`src/rtl/snake_pkg.sv`:
```
// Shared encodings for the snake game: movement directions and game-state FSM.
// Imported by the input controller and by the movement stage.
package snake_pkg;

    typedef enum logic [1:0] {
        DIR_UP    = 2'b00,
        DIR_DOWN  = 2'b01,
        DIR_LEFT  = 2'b10,
        DIR_RIGHT = 2'b11
    } dir_t;

    typedef enum logic [1:0] {
        ST_IDLE  = 2'b00,
        ST_RUN   = 2'b01,
        ST_PAUSE = 2'b10
    } game_state_t;

    localparam dir_t DIR_RESET = DIR_RIGHT;

    // A direction and its reverse share bit 1, so one compare rejects both.
    function automatic logic same_axis(dir_t a, dir_t b);
        return a[1] == b[1];
    endfunction

endpackage

```
`src/rtl/dir_input_ctrl_if.sv`:
```
// Button/step inputs and committed-direction outputs of the direction input controller.
interface dir_input_ctrl_if;
    logic       step;
    logic       start;
    logic       btnUp;
    logic       btnDown;
    logic       btnLeft;
    logic       btnRight;
    logic [1:0] dir;
    logic       dirStrobe;
    logic       lock;

    modport master (
        output step, start, btnUp, btnDown, btnLeft, btnRight,
        input  dir, dirStrobe, lock
    );

    modport slave (
        input  step, start, btnUp, btnDown, btnLeft, btnRight,
        output dir, dirStrobe, lock
    );
endinterface

```
`src/rtl/btn_debounce.sv`:
```
// Two-flop synchronizer, consecutive-cycle debouncer and rising-edge detector
// for one raw push button.
module btn_debounce #(
    parameter int DEBOUNCE_CYCLES = 16
) (
    input  logic clk,
    input  logic reset,
    input  logic raw,
    output logic press
);

    localparam int CW = $clog2(DEBOUNCE_CYCLES + 1);
    localparam logic [CW-1:0] CNT_LAST = CW'(DEBOUNCE_CYCLES - 1);

    logic          sync1;
    logic          sync2;
    logic          stable;
    logic          stable_q;
    logic [CW-1:0] cnt;

    always_ff @(posedge clk or posedge reset) begin
        if (reset) begin
            sync1    <= 1'b0;
            sync2    <= 1'b0;
            stable   <= 1'b0;
            stable_q <= 1'b0;
            cnt      <= '0;
        end else begin
            sync1    <= raw;
            sync2    <= sync1;
            stable_q <= stable;
            // Any agreeing cycle restarts the run of disagreeing cycles.
            if (sync2 == stable) begin
                cnt <= '0;
            end else if (cnt == CNT_LAST) begin
                stable <= sync2;
                cnt    <= '0;
            end else begin
                cnt <= cnt + 1'b1;
            end
        end
    end

    assign press = stable & ~stable_q;

endmodule

```
`src/rtl/dir_input_ctrl.sv`:
```
// Game start/pause FSM plus direction arbitration, pending buffer and step commit.
//   state    | meaning
//   ST_IDLE  | after reset, waiting for first start press
//   ST_RUN   | game running; direction presses accepted, steps commit
//   ST_PAUSE | paused; presses ignored, pending dropped, lock held
module dir_input_ctrl
    import snake_pkg::*;
#(
    parameter int DEBOUNCE_CYCLES = 16
) (
    input  logic             clk,
    input  logic             reset,
    dir_input_ctrl_if.slave  bus
);

    logic [4:0]  raw;
    logic [4:0]  press;
    game_state_t state_q;
    game_state_t state_d;
    logic        lock;
    logic        run;
    dir_t        dir_q;
    dir_t        pending;
    logic        pending_valid;
    logic        strobe_q;
    dir_t        winner;
    dir_t        dir_after;
    logic        commit;
    logic        accept;
    logic        leaving;

    assign raw = {bus.start, bus.btnRight, bus.btnLeft, bus.btnDown, bus.btnUp};

    for (genvar i = 0; i < 5; i++) begin : g_btn
        btn_debounce #(.DEBOUNCE_CYCLES(DEBOUNCE_CYCLES)) u_btn (
            .clk   (clk),
            .reset (reset),
            .raw   (raw[i]),
            .press (press[i])
        );
    end

    always_ff @(posedge clk or posedge reset) begin
        if (reset) state_q <= ST_IDLE;
        else       state_q <= state_d;
    end

    always_comb begin
        state_d = state_q;
        if (press[4]) begin
            case (state_q)
                ST_IDLE:  state_d = ST_RUN;
                ST_RUN:   state_d = ST_PAUSE;
                ST_PAUSE: state_d = ST_RUN;
                default:  state_d = ST_IDLE;
            endcase
        end
    end

    always_comb begin
        lock = (state_q != ST_RUN);
    end

    assign run = ~lock;

    always_comb begin
        winner = DIR_RIGHT;
        if      (press[0]) winner = DIR_UP;
        else if (press[1]) winner = DIR_DOWN;
        else if (press[2]) winner = DIR_LEFT;
    end

    // A press in the same cycle as a commit is judged against the new direction.
    assign commit    = run & bus.step & pending_valid;
    assign dir_after = commit ? pending : dir_q;
    assign accept    = run & (|press[3:0]) & ~same_axis(winner, dir_after);
    assign leaving   = run & (state_d != ST_RUN);

    always_ff @(posedge clk or posedge reset) begin
        if (reset) begin
            dir_q         <= DIR_RESET;
            pending       <= DIR_UP;
            pending_valid <= 1'b0;
            strobe_q      <= 1'b0;
        end else begin
            strobe_q <= commit;
            if (commit) dir_q <= pending;
            if (leaving) begin
                pending_valid <= 1'b0;
            end else if (accept) begin
                pending       <= winner;
                pending_valid <= 1'b1;
            end else if (commit) begin
                pending_valid <= 1'b0;
            end
        end
    end

    assign bus.dir       = dir_q;
    assign bus.dirStrobe = strobe_q;
    assign bus.lock      = lock;

endmodule

```
`src/flat_wrapper.sv`:
```
// flat-port wrapper written by rule: the top's interface ports become plain ports
module dir_input_ctrl_flat import snake_pkg::*;
#(
    parameter int DEBOUNCE_CYCLES = 16
)
  (clk, reset, bus_step, bus_start, bus_btnUp, bus_btnDown, bus_btnLeft, bus_btnRight, bus_dir, bus_dirStrobe, bus_lock);
  dir_input_ctrl_if bus_i ();
  input  logic clk;
  input  logic reset;
  input wire logic [$bits(bus_i.step)-1:0] bus_step;
  input wire logic [$bits(bus_i.start)-1:0] bus_start;
  input wire logic [$bits(bus_i.btnUp)-1:0] bus_btnUp;
  input wire logic [$bits(bus_i.btnDown)-1:0] bus_btnDown;
  input wire logic [$bits(bus_i.btnLeft)-1:0] bus_btnLeft;
  input wire logic [$bits(bus_i.btnRight)-1:0] bus_btnRight;
  output wire logic [$bits(bus_i.dir)-1:0] bus_dir;
  output wire logic [$bits(bus_i.dirStrobe)-1:0] bus_dirStrobe;
  output wire logic [$bits(bus_i.lock)-1:0] bus_lock;
  assign bus_i.step = bus_step;
  assign bus_i.start = bus_start;
  assign bus_i.btnUp = bus_btnUp;
  assign bus_i.btnDown = bus_btnDown;
  assign bus_i.btnLeft = bus_btnLeft;
  assign bus_i.btnRight = bus_btnRight;
  assign bus_dir = bus_i.dir;
  assign bus_dirStrobe = bus_i.dirStrobe;
  assign bus_lock = bus_i.lock;
  dir_input_ctrl #(.DEBOUNCE_CYCLES(DEBOUNCE_CYCLES)) u_core (.clk(clk), .reset(reset), .bus(bus_i));
endmodule
```
`config.mk`:
```
export PLATFORM = sky130hd
export DESIGN_NAME = dir_input_ctrl_flat
export DESIGN_NICKNAME = d
export VERILOG_FILES = /design/src/rtl/snake_pkg.sv /design/src/rtl/dir_input_ctrl_if.sv /design/src/rtl/btn_debounce.sv /design/src/rtl/dir_input_ctrl.sv /design/src/flat_wrapper.sv
export SDC_FILE = /design/constraint.sdc
export NUM_CORES = 1
export LEC_CHECK = 0
export CAP_MARGIN = 20
export CORE_ASPECT_RATIO = 1.4
export CORE_UTILIZATION = 45
export CTS_BUF_LIST = sky130_fd_sc_hd__clkbuf_4 sky130_fd_sc_hd__clkbuf_8
export DETAILED_ROUTE_END_ITERATION = 10
export PLACE_DENSITY = 0.66
export SYNTH_ARGS = -nofsm -noshare
export SYNTH_HDL_FRONTEND = slang
export SYNTH_HIERARCHICAL = 1
export SYNTH_SLANG_ARGS = --single-unit
```
`constraint.sdc`:
```
create_clock -name clk -period 1.7 [get_ports clk]
set_clock_uncertainty 0.1 [all_clocks]
set_input_delay 0.255 -clock clk [delete_from_list [all_inputs] [get_ports clk]]
set_output_delay 0.255 -clock clk [all_outputs]
set_load 0.01 [all_outputs]
```
==> flow_summary.toml <==
[run_status]
status = "complete, no violations"

[sta]
finalSetupViolCount = 0
hold_violations = 0
slew_viol_final = 0
max_slew_margin_pct = 76.7
max_freq_ghz = 0.622
min_period_ns = 1.61
grt_setup_unrepaired = "false"
worst_pin_slew_ns = 0.350
layout_setup_ws_ns = 0.0924
finalSetupTns_ns = 0
finalCritPeriodShare_pct = 94.6

[route]
antenna_left = 0
drc = 0
wl_per_cell_um = 11.5
viasPerCell = 4.71
drt_iter0_drc = 21
via_count = 1173
routed_wl_um = 2860
drt_pre_antenna_iters = 4

[worst_setup_path]
crit_start = "u_core/g_btn[4].u_btn/stable$_DFFE_PP0P_"
r2r-start = "u_core/g_btn[4].u_btn/stable$_DFFE_PP0P_"
crit_type = "reg -> reg"
end_kind = "flop"
worst-path-max-fanout = 5
r2r_slack_ns = 0.09
cp.required_ns = 1.78
cp.arrival_ns = 1.69
cp-start-kind = "flop"

[yosys]
synth-edff-count = 0
synthCells = 164
synth.largest_area_cell = "dfrtp_1"
netlist_area_um2 = 2120
synth_common_cells = "51 x dfrtp_1, 18 x nor2_1, 16 x xor2_1"
synth_warnings = 6
post_synth.cell_area_avg_um2 = 12.9
ys_seq_area_share_pct = 62.7
synth_top_area_share_pct = 60.2
ys_seq_elements = 53
async_flop_share_pct = 100
yosys_most_used_dff = "dfrtp_1"
synth_cell_types = 28
synth.most_common_cell = "dfrtp_1"
synth_area_leaders = "dfrtp_1 60%, xor2_1 6.6%, nor2_1 3.2%"
synth_nets = 177

[clock_network]
cts_root_buffer = "clkbuf_8"
clockBufferDepth = 2
clk_latency_ns = 0.29
htreeDepth = 2
cts_buffers = 5
cts.sink_count = 53
cts.clk_slew.worst_paths_ns = 0.09
cts_tree = "yes"

[cells_and_area]
area_delta_synth_final_pct = 15.3
nFillCells = 388
fin_nets = 199
drive_above_1_share_pct = 18.7
num_antenna_cells = 0

[pwr]
switching_share_pct = 20.4
comb_power_share_pct = 5.1
p_seq_share_pct = 58.7
clkPwrFrac_pct = 36.2
p_int_uw = 1800
leakage_uw = 0.00126
p_switching_uw = 461
ir_worst_vdd_uv = 635
powerDensity_nw_per_um2 = 926

[floorplan]
die_w_um = 60
dieArea_um2 = 4990
core_area_um2 = 4540
io_pins = 12
rows = 29
start_util_pct = 46.7
fp.dieH_um = 83.2

[place]
portBuffers = 11
dp_hpwl_um = 2200
gp_congestion = 0.734
dpl_worst_slack_ns = -0.0509

[grt]
overflow = 0
first_global_vias = 1318
grt_pass1_wl_um = 5390
antenna_found_initial = 0
grt_max_degree = 17
grt_util_all_layers_pct = 14.5

[min_path]
min_from = "u_core/g_btn[3].u_btn/sync1$_DFF_PP0_"
hold_class = "reg -> reg"

[run]
maxCapViolations = 0
## placed cells by master (no fill, tap or decap), types with 2 or more instances in the layout
master and n:
dfrtp_1 51, nor2_1 18, xor2_1 16, inv_1 14
clkdlybuf4s50_1 8, clkbuf_8 5, nand3_2 5, mux2_1 5
and2_1 5, o21ai_2 5, nor2b_1 5, nand3_1 5
nor2_2 5, and3_1 5, ha_1 5, buf_4 4
dlygate4sd2_1 3, o21ai_0 3, mux2_2 2, a21oi_1 2
dfstp_2 2
## logic make-up after synthesis
group | Yosys count | synth area share [%]
and+or+nand+nor | 54 | 15.5
DFF | 53 | 62.7
xor gates and xnor gates | 16 | 6.61
AOI/OAI and AO/OA | 14 | 5.02
buffers and inverters | 14 | 2.48
muxes | 8 | 4.78
adders and majority gates | 5 | 2.95
## power groups by stage
stage | combinational, uW | sequential (uW) | clock [uW]
2_1_floorplan | 80.9 | 1350 | 0
3_3_place_gp | 112 | 1350 | 0
3_5_place_dp | 119 | 1350 | 0
4_1_cts | 119 | 1330 | 860
5_1_grt | 140 | 1340 | 905
6_report | 116 | 1330 | 819
## worst max-delay path, stage by stage, from the launching register on
cell and delay [ns]:
dfrtp_1 0.40, nor2b_1 0.32, nand2b_1 0.25, nor2_1 0.08
a221o_1 0.35
## stage by stage
| stage | hold WS (ns) | util, % | std cells | total power, uW | cell area [um2] |
|---|---|---|---|---|---|
| after global routing | 0.260 | 53.9 | 249 | 2380 | 2440 |
| after detailed placement | 0.235 | 51.4 | 240 | 1470 | 2330 |
| final | 0.251 | 53.9 | 249 | 2260 | 2440 |
| after CTS | 0.255 | 53.9 | 249 | 2310 | 2440 |
| after floorplan | -0.0308 | - | 164 | 1430 | 2120 |
| after global placement | 0.233 | 51.4 | 240 | 1460 | 2330 |
## layout make-up
cell class	instances	area, um2	share of cell area, %
Clock inverter	2	35.0	1.43
Sequential cell	53	1330	54.3
Inverter	14	52.6	2.15
Timing Repair Buffer	15	136	5.58
Multi-Input combinational cell	97	738	30.2
Clock buffer	6	76.3	3.12
Tap cell	62	77.6	3.17
## registers in the layout, summed over array words and instances, names as in the netlist
name                         cells
u_core/g_btn.u_btn/cnt          25
u_core/g_btn.u_btn/stable        5
u_core/g_btn.u_btn/stable_q      5
u_core/g_btn.u_btn/sync1         5
u_core/g_btn.u_btn/sync2         5
u_core/bus.dir                   2
u_core/pending                   2
u_core/state_q                   2
u_core/bus.dirStrobe             1
u_core/pending_valid             1
## path summary, 6_finish.rpt
path / cells after the start / endpoint
min in group asynchronous: 2 / u_core/bus.dirStrobe$_DFF_PP0_
hold / removal: 0 / u_core/g_btn[3].u_btn/sync2$_DFF_PP0_
hold reg to reg: 0 / u_core/g_btn[3].u_btn/sync2$_DFF_PP0_
setup / recovery: 4 / u_core/pending_valid$_DFFE_PP0P_
max in group asynchronous: 2 / u_core/g_btn[3].u_btn/cnt[2]$_DFF_PP0_
setup reg to reg: 4 / u_core/pending_valid$_DFFE_PP0P_
## metal layers
| layer | vias up | share of wire [%] | GRT usage, % |
|---|---|---|---|
| met4 | 0 | 1.8 | 6.34 |
| li1 | 581 | - | - |
| met1 | 569 | 42 | 16.0 |
| met2 | 18 | 53 | 24.9 |
| met3 | 5 | 3.5 | 3.89 |
| met5 | - | 0 | 0 |
## timing repair
| item | in CTS | in global routing |
|---|---|---|
| setup endpoints to repair | 3 | 0 |
| hold buffers | 0 | 0 |
| buffers inserted | 1 | 0 |
| gates resized for setup | 3 | 0 |
| hold endpoints to repair | 0 | 0 |
Note: power is estimated with default switching activity, not from simulation.
